--- config.mk ---
export PLATFORM = sky130hd
export DESIGN_NAME = encoder_iter
export DESIGN_NICKNAME = d
export VERILOG_FILES = /design/src/rtl/cipher_pkg.sv /design/src/rtl/enc_round.sv /design/src/rtl/encoder_iter.sv
export SDC_FILE = /design/constraint.sdc
export NUM_CORES = 1
export LEC_CHECK = 0
export CAP_MARGIN = 5
export CORE_ASPECT_RATIO = 1.5
export CORE_MARGIN = 2
export CORE_UTILIZATION = 45
export DETAILED_ROUTE_END_ITERATION = 6
export PLACE_DENSITY = 0.69
export SLEW_MARGIN = 10
export SYNTH_ARGS = -nofsm -noshare
export SYNTH_HDL_FRONTEND = slang
export SYNTH_SLANG_ARGS = --single-unit
export TNS_END_PERCENT = 30
--- constraint.sdc ---
create_clock -name clk -period 6.2 [get_ports clk]
set_input_delay 0.62 -clock clk [delete_from_list [all_inputs] [get_ports clk]]
set_output_delay 0.62 -clock clk [all_outputs]
set_load 0.01 [all_outputs]
--- src/rtl/cipher_pkg.sv ---
// Shared definitions for the nibble cipher: widths, S-box table, GF(2^4)
// helpers and the iterative encoder's FSM states.
// Build option: ENCODER_FINAL_KEY_EN adds a key XOR after the last round.
package cipher_pkg;

   localparam int NIB_W = 4;
   localparam int BLK_W = 16;

   // S-box, entry i lives in bits [4*i +: 4] (entry 0 at the LSB).
   localparam logic [63:0] SBOX_TABLE = 64'h7095_C6A3_8BF2_1D4E;

`ifdef ENCODER_FINAL_KEY_EN
   localparam bit FINAL_KEY_EN = 1'b1;
`else
   localparam bit FINAL_KEY_EN = 1'b0;
`endif

   typedef enum logic [1:0] {
      ST_IDLE = 2'd0,
      ST_BUSY = 2'd1,
      ST_DONE = 2'd2
   } enc_state_e;

   function automatic logic [NIB_W-1:0] sbox(input logic [NIB_W-1:0] n);
      return SBOX_TABLE[{n, 2'b00} +: NIB_W];
   endfunction

   // Multiply by x, reduced mod x^4+x+1 (overflow bit folds back as x+1).
   function automatic logic [NIB_W-1:0] gf_mul2(input logic [NIB_W-1:0] a);
      return {a[2:0], 1'b0} ^ {2'b00, a[3], a[3]};
   endfunction

   function automatic logic [NIB_W-1:0] gf_mul3(input logic [NIB_W-1:0] a);
      return gf_mul2(a) ^ a;
   endfunction

endpackage

--- src/rtl/enc_round.sv ---
// One combinational cipher round: key XOR, S-box, row shift, column mix,
// plus the optional final whitening XOR on the last round.
module enc_round
   import cipher_pkg::*;
(
   input  logic [BLK_W-1:0] state_i,
   input  logic [BLK_W-1:0] key_i,
   input  logic             final_i,
   output logic [BLK_W-1:0] next_o
);

   logic [BLK_W-1:0] x;
   logic [NIB_W-1:0] s0, s1, s2, s3;
   logic [NIB_W-1:0] r0, r1, r2, r3;
   logic [BLK_W-1:0] mixed;

   assign x  = state_i ^ key_i;
   assign s0 = sbox(x[15:12]);
   assign s1 = sbox(x[11:8]);
   assign s2 = sbox(x[7:4]);
   assign s3 = sbox(x[3:0]);

   // Row shift swaps n1 and n3; columns are then (r0,r1) and (r2,r3).
   assign r0 = s0;
   assign r1 = s3;
   assign r2 = s2;
   assign r3 = s1;

   assign mixed = {gf_mul3(r0) ^ gf_mul2(r1), gf_mul2(r0) ^ gf_mul3(r1),
                   gf_mul3(r2) ^ gf_mul2(r3), gf_mul2(r2) ^ gf_mul3(r3)};

   assign next_o = (FINAL_KEY_EN && final_i) ? (mixed ^ key_i) : mixed;

endmodule

--- src/rtl/encoder_iter.sv ---
// Iterative nibble-cipher encryptor: accepts a block, runs NUM_ROUNDS rounds
// (one per clock) with the captured key, then holds the ciphertext until the
// downstream handshake. Build option: ENCODER_FINAL_KEY_EN (final key XOR).
module encoder_iter
   import cipher_pkg::*;
#(
   parameter int unsigned NUM_ROUNDS = 1
) (
   input  logic             clk,
   input  logic             rst,
   input  logic             in_valid,
   output logic             in_ready,
   input  logic [BLK_W-1:0] in_message,
   input  logic [BLK_W-1:0] in_key,
   output logic             out_valid,
   input  logic             out_ready,
   output logic [BLK_W-1:0] out_message
);

   localparam logic [3:0] LAST_CNT = 4'(NUM_ROUNDS - 1);

   enc_state_e       fsm_q, fsm_d;
   logic [BLK_W-1:0] msg_q, msg_d;
   logic [BLK_W-1:0] key_q, key_d;
   logic [BLK_W-1:0] out_q, out_d;
   logic [3:0]       cnt_q, cnt_d;
   logic             is_last;
   logic [BLK_W-1:0] round_out;

   assign is_last = (cnt_q == LAST_CNT);

   enc_round u_round (
      .state_i (msg_q),
      .key_i   (key_q),
      .final_i (is_last),
      .next_o  (round_out)
   );

   // Handshake outputs depend only on registered state (and rst for in_ready).
   assign in_ready    = (fsm_q == ST_IDLE) && !rst;
   assign out_valid   = (fsm_q == ST_DONE);
   assign out_message = out_q;

   // Next-state logic: load in IDLE, one round per BUSY cycle, hold in DONE.
   always_comb begin
      // NOTE: every target gets a default first so no path leaves it unassigned (no latches).
      fsm_d = fsm_q;
      msg_d = msg_q;
      key_d = key_q;
      cnt_d = cnt_q;
      out_d = out_q;
      unique case (fsm_q)
         ST_IDLE: begin
            if (in_valid) begin
               msg_d = in_message;
               key_d = in_key;
               cnt_d = 4'd0;
               fsm_d = ST_BUSY;
            end
         end
         ST_BUSY: begin
            msg_d = round_out;
            cnt_d = cnt_q + 4'd1;
            if (is_last) begin
               out_d = round_out;
               fsm_d = ST_DONE;
            end
         end
         ST_DONE: begin
            if (out_ready) fsm_d = ST_IDLE;
         end
         default: fsm_d = ST_IDLE;
      endcase
   end

   // State registers; synchronous reset overrides any pending transition.
   always_ff @(posedge clk) begin
      // NOTE: non-blocking assignments so every register samples pre-edge values.
      if (rst) begin
         fsm_q <= ST_IDLE;
         msg_q <= '0;
         key_q <= '0;
         out_q <= '0;
         cnt_q <= 4'd0;
      end else begin
         fsm_q <= fsm_d;
         msg_q <= msg_d;
         key_q <= key_d;
         out_q <= out_d;
         cnt_q <= cnt_d;
      end
   end

endmodule

==> metrics.txt <==
Post-Syn Nets=445; sequential area share after synthesis=31.4%; Power Density=484 mW/mm²; synthesized cell area=0.00345 mm²; final period utilization=45.6%; Clock Sinks=54; worst setup margin=3370 ps; via count of the first global-routing pass=2,710; largest net degree at the start of global routing=57; DRT antenna net count=0; CTS clk-pin slew, worst paths=70 ps; ANT cells=0; Crit Path Category=reg2reg; drt total wl=7730 µm; VDD IR-drop max=0.000191 V; initial antenna violation count=0; CP max-delay cell=xnor3_2; Fmax=354 MHz; Detailed Place HPWL=5690 µm; Place WS=3420 ps; postcts setup bufs=0; post-CTS resize count=0; GRT Util Overall=20.1%; CP startpoint=msg_q[4]; CTS tree=yes; syn avg cell area=9.00 µm²; H-tree depth=2; endpoints failing setup=0; dpl cells=522; Final Max Tran Viols=0; Yosys reg bits=54; area grow syn2layout=21.5%; GPL Wtd Cong=0.802; layout cells sized above 1=9.13%; max-cap violations=0; leak pwr=0.00169 µW; Worst path max stage delay=520 ps; critical-path cell list=xor2_1 -> inv_1 -> ha_1 -> mux2_2 -> mux2i_1 -> xnor3_2 -> xnor2_1 -> a211oi_1; Starting Density=45.9%; vias per std cell=5.15; CP arrival=3030 ps; startpoint types=register; DRC violation count after routing=0; worst r2r src=msg_q[4]; number of nets in the layout=489; CP Max Fanout=7; grt ovf=0; setup tns final=0 ps; RSZ-0062 raised after global routing=false; Num CTS Buffers=5; Hold Startpoint=out_message[14]; Req. time, crit path=6400 ps; Slew @ Worst Pin=1020 ps; Synth Warn #=0; CP Capture Type=register; DRT iter0 DRCs=58; die area=0.00839 mm²; Non-Filler Instances=529; Synth Instances=383; Max clock buf depth=2; IO Pins=54; Slew HR=32.3%; Async SR Flop Fraction=0%; Hold Buf Count CTS=0; min Tclk post-route=2830 ps; vias=2,724; core area=0.00751 mm²; Avg WL per Cell=14.6 µm; clk_lat worst skew=290 ps; final hold vios=0; EDFF count, synth=0; outcome=finished clean; row count=39; height of the die=111 µm; Top FF cell, synth=dfxtp_1; global-route wire length before repair=13,000 µm; Synth cell types=41; Final Skew=5.97 ps; hold crit path type=reg2reg; Port-buffer cells=53; CTS root buf=clkbuf_16; drt pass-1 iters=4; chip width=75.5 µm
-- logic make-up (layout without fill, tap and decap cells) --
kind of cell,count (synthesis),after routing,synth area share [%]
AND/OR/NAND/NOR,127,127,15.6
multiplexers,19,19,9.11
adder cells (fa/ha/maj),26,26,9.44
flip-flops,54,54,31.4
buffers and inverters,42,86,4.61
XOR/XNOR,51,51,17.4
AO/OA/AOI/OAI,64,64,12.5
-- layout make-up --
cell class | count | area (µm²)
fillers | 736 | 3330
well taps | 102 | 128
repair buffers | 57 | 556
inverters | 22 | 82.6
clock buffers | 7 | 133
flip-flops and latches | 54 | 1080
multi-input cells | 287 | 2210
-- cells in the mapped netlist (4+ instances only) --
| library cell | number | share of area (%) |
|---|---|---|
| xnor2_1 | 22 | 5.6 |
| xnor2_2 | 4 | 1.9 |
| mux4_2 | 7 | 4.6 |
| nand2_1 | 82 | 8.9 |
| nor3b_1 | 5 | 1.1 |
| and3_1 | 5 | 0.91 |
| nor2_1 | 21 | 2.3 |
| inv_1 | 22 | 2.4 |
| a311oi_1 | 6 | 1.5 |
| xor2_1 | 16 | 4.1 |
| a31o_2 | 4 | 1.0 |
| ha_1 | 26 | 9.4 |
| clkbuf_1 | 18 | 2.0 |
| a211oi_1 | 14 | 3.1 |
| a21oi_1 | 31 | 4.5 |
| mux2i_1 | 6 | 1.7 |
| dfxtp_1 | 54 | 31 |
-- registers in the layout, indices dropped and copies added (netlist names) --
register	cells
out_message	16
key_q	16
msg_q	16
fsm_q	2
cnt_q	4
-- metal layers --
metal	GRT usage (%)	up-vias	wire, µm
met1	24.2	1294	3070
met5	0	-	0
met4	8.54	0	214
met3	2.64	14	207
met2	34.5	49	4230
li1	-	1367	-
-- where the power goes --
group,leakage [µW],switching [µW],internal (µW)
sequential,0.000444,53.9,417
clock,0.0000640,121,148
combinational,0.00118,662,624
-- worst paths after layout --
kind	endpoint	slack, ps	cells past startpoint
max reg2reg	out_message[1]	3370	8
min	out_message[14]	450	2
max	out_message[1]	3370	8
min reg2reg	out_message[14]	450	2
-- worst max-delay path, delay by kind of cell (launching register included) --
| family | cells | cell delay, ps |
|---|---|---|
| flip-flops | 1 | 350 |
| multiplexers | 2 | 570 |
| adder cells (fa/ha/maj) | 1 | 270 |
| AO/OA/AOI/OAI | 1 | 280 |
| XOR/XNOR | 3 | 1150 |
| buffers and inverters | 1 | 130 |
-- through the flow --
stage,hold slack [ps],cell area (µm²),total power [µW],utilization [%]
2_1_floorplan,438,3450,1460,-
3_3_place_gp,443,4050,1740,53.9
3_5_place_dp,446,4050,1760,53.9
4_1_cts,455,4190,2040,55.7
5_1_grt,473,4190,2190,55.7
6_report,454,4190,2030,55.7
-- cell usage in the layout (no fill, tap or decap), types with 5 or more instances in the layout --
| cell | synthesis | layout |
|---|---|---|
| a211oi_1 | 14 | 14 |
| a21oi_1 | 31 | 31 |
| a311oi_1 | 6 | 6 |
| and3_1 | 5 | 5 |
| clkbuf_16 | 0 | 5 |
| clkdlybuf4s50_1 | 0 | 52 |
| dfxtp_1 | 54 | 54 |
| ha_1 | 26 | 26 |
| inv_1 | 22 | 22 |
| mux2i_1 | 6 | 6 |
| mux4_2 | 7 | 7 |
| nand2_1 | 82 | 82 |
| nor2_1 | 21 | 21 |
| nor3b_1 | 5 | 5 |
| xnor2_1 | 22 | 22 |
| xor2_1 | 16 | 16 |
No activity file was read; power rests on OpenSTA's default activity.
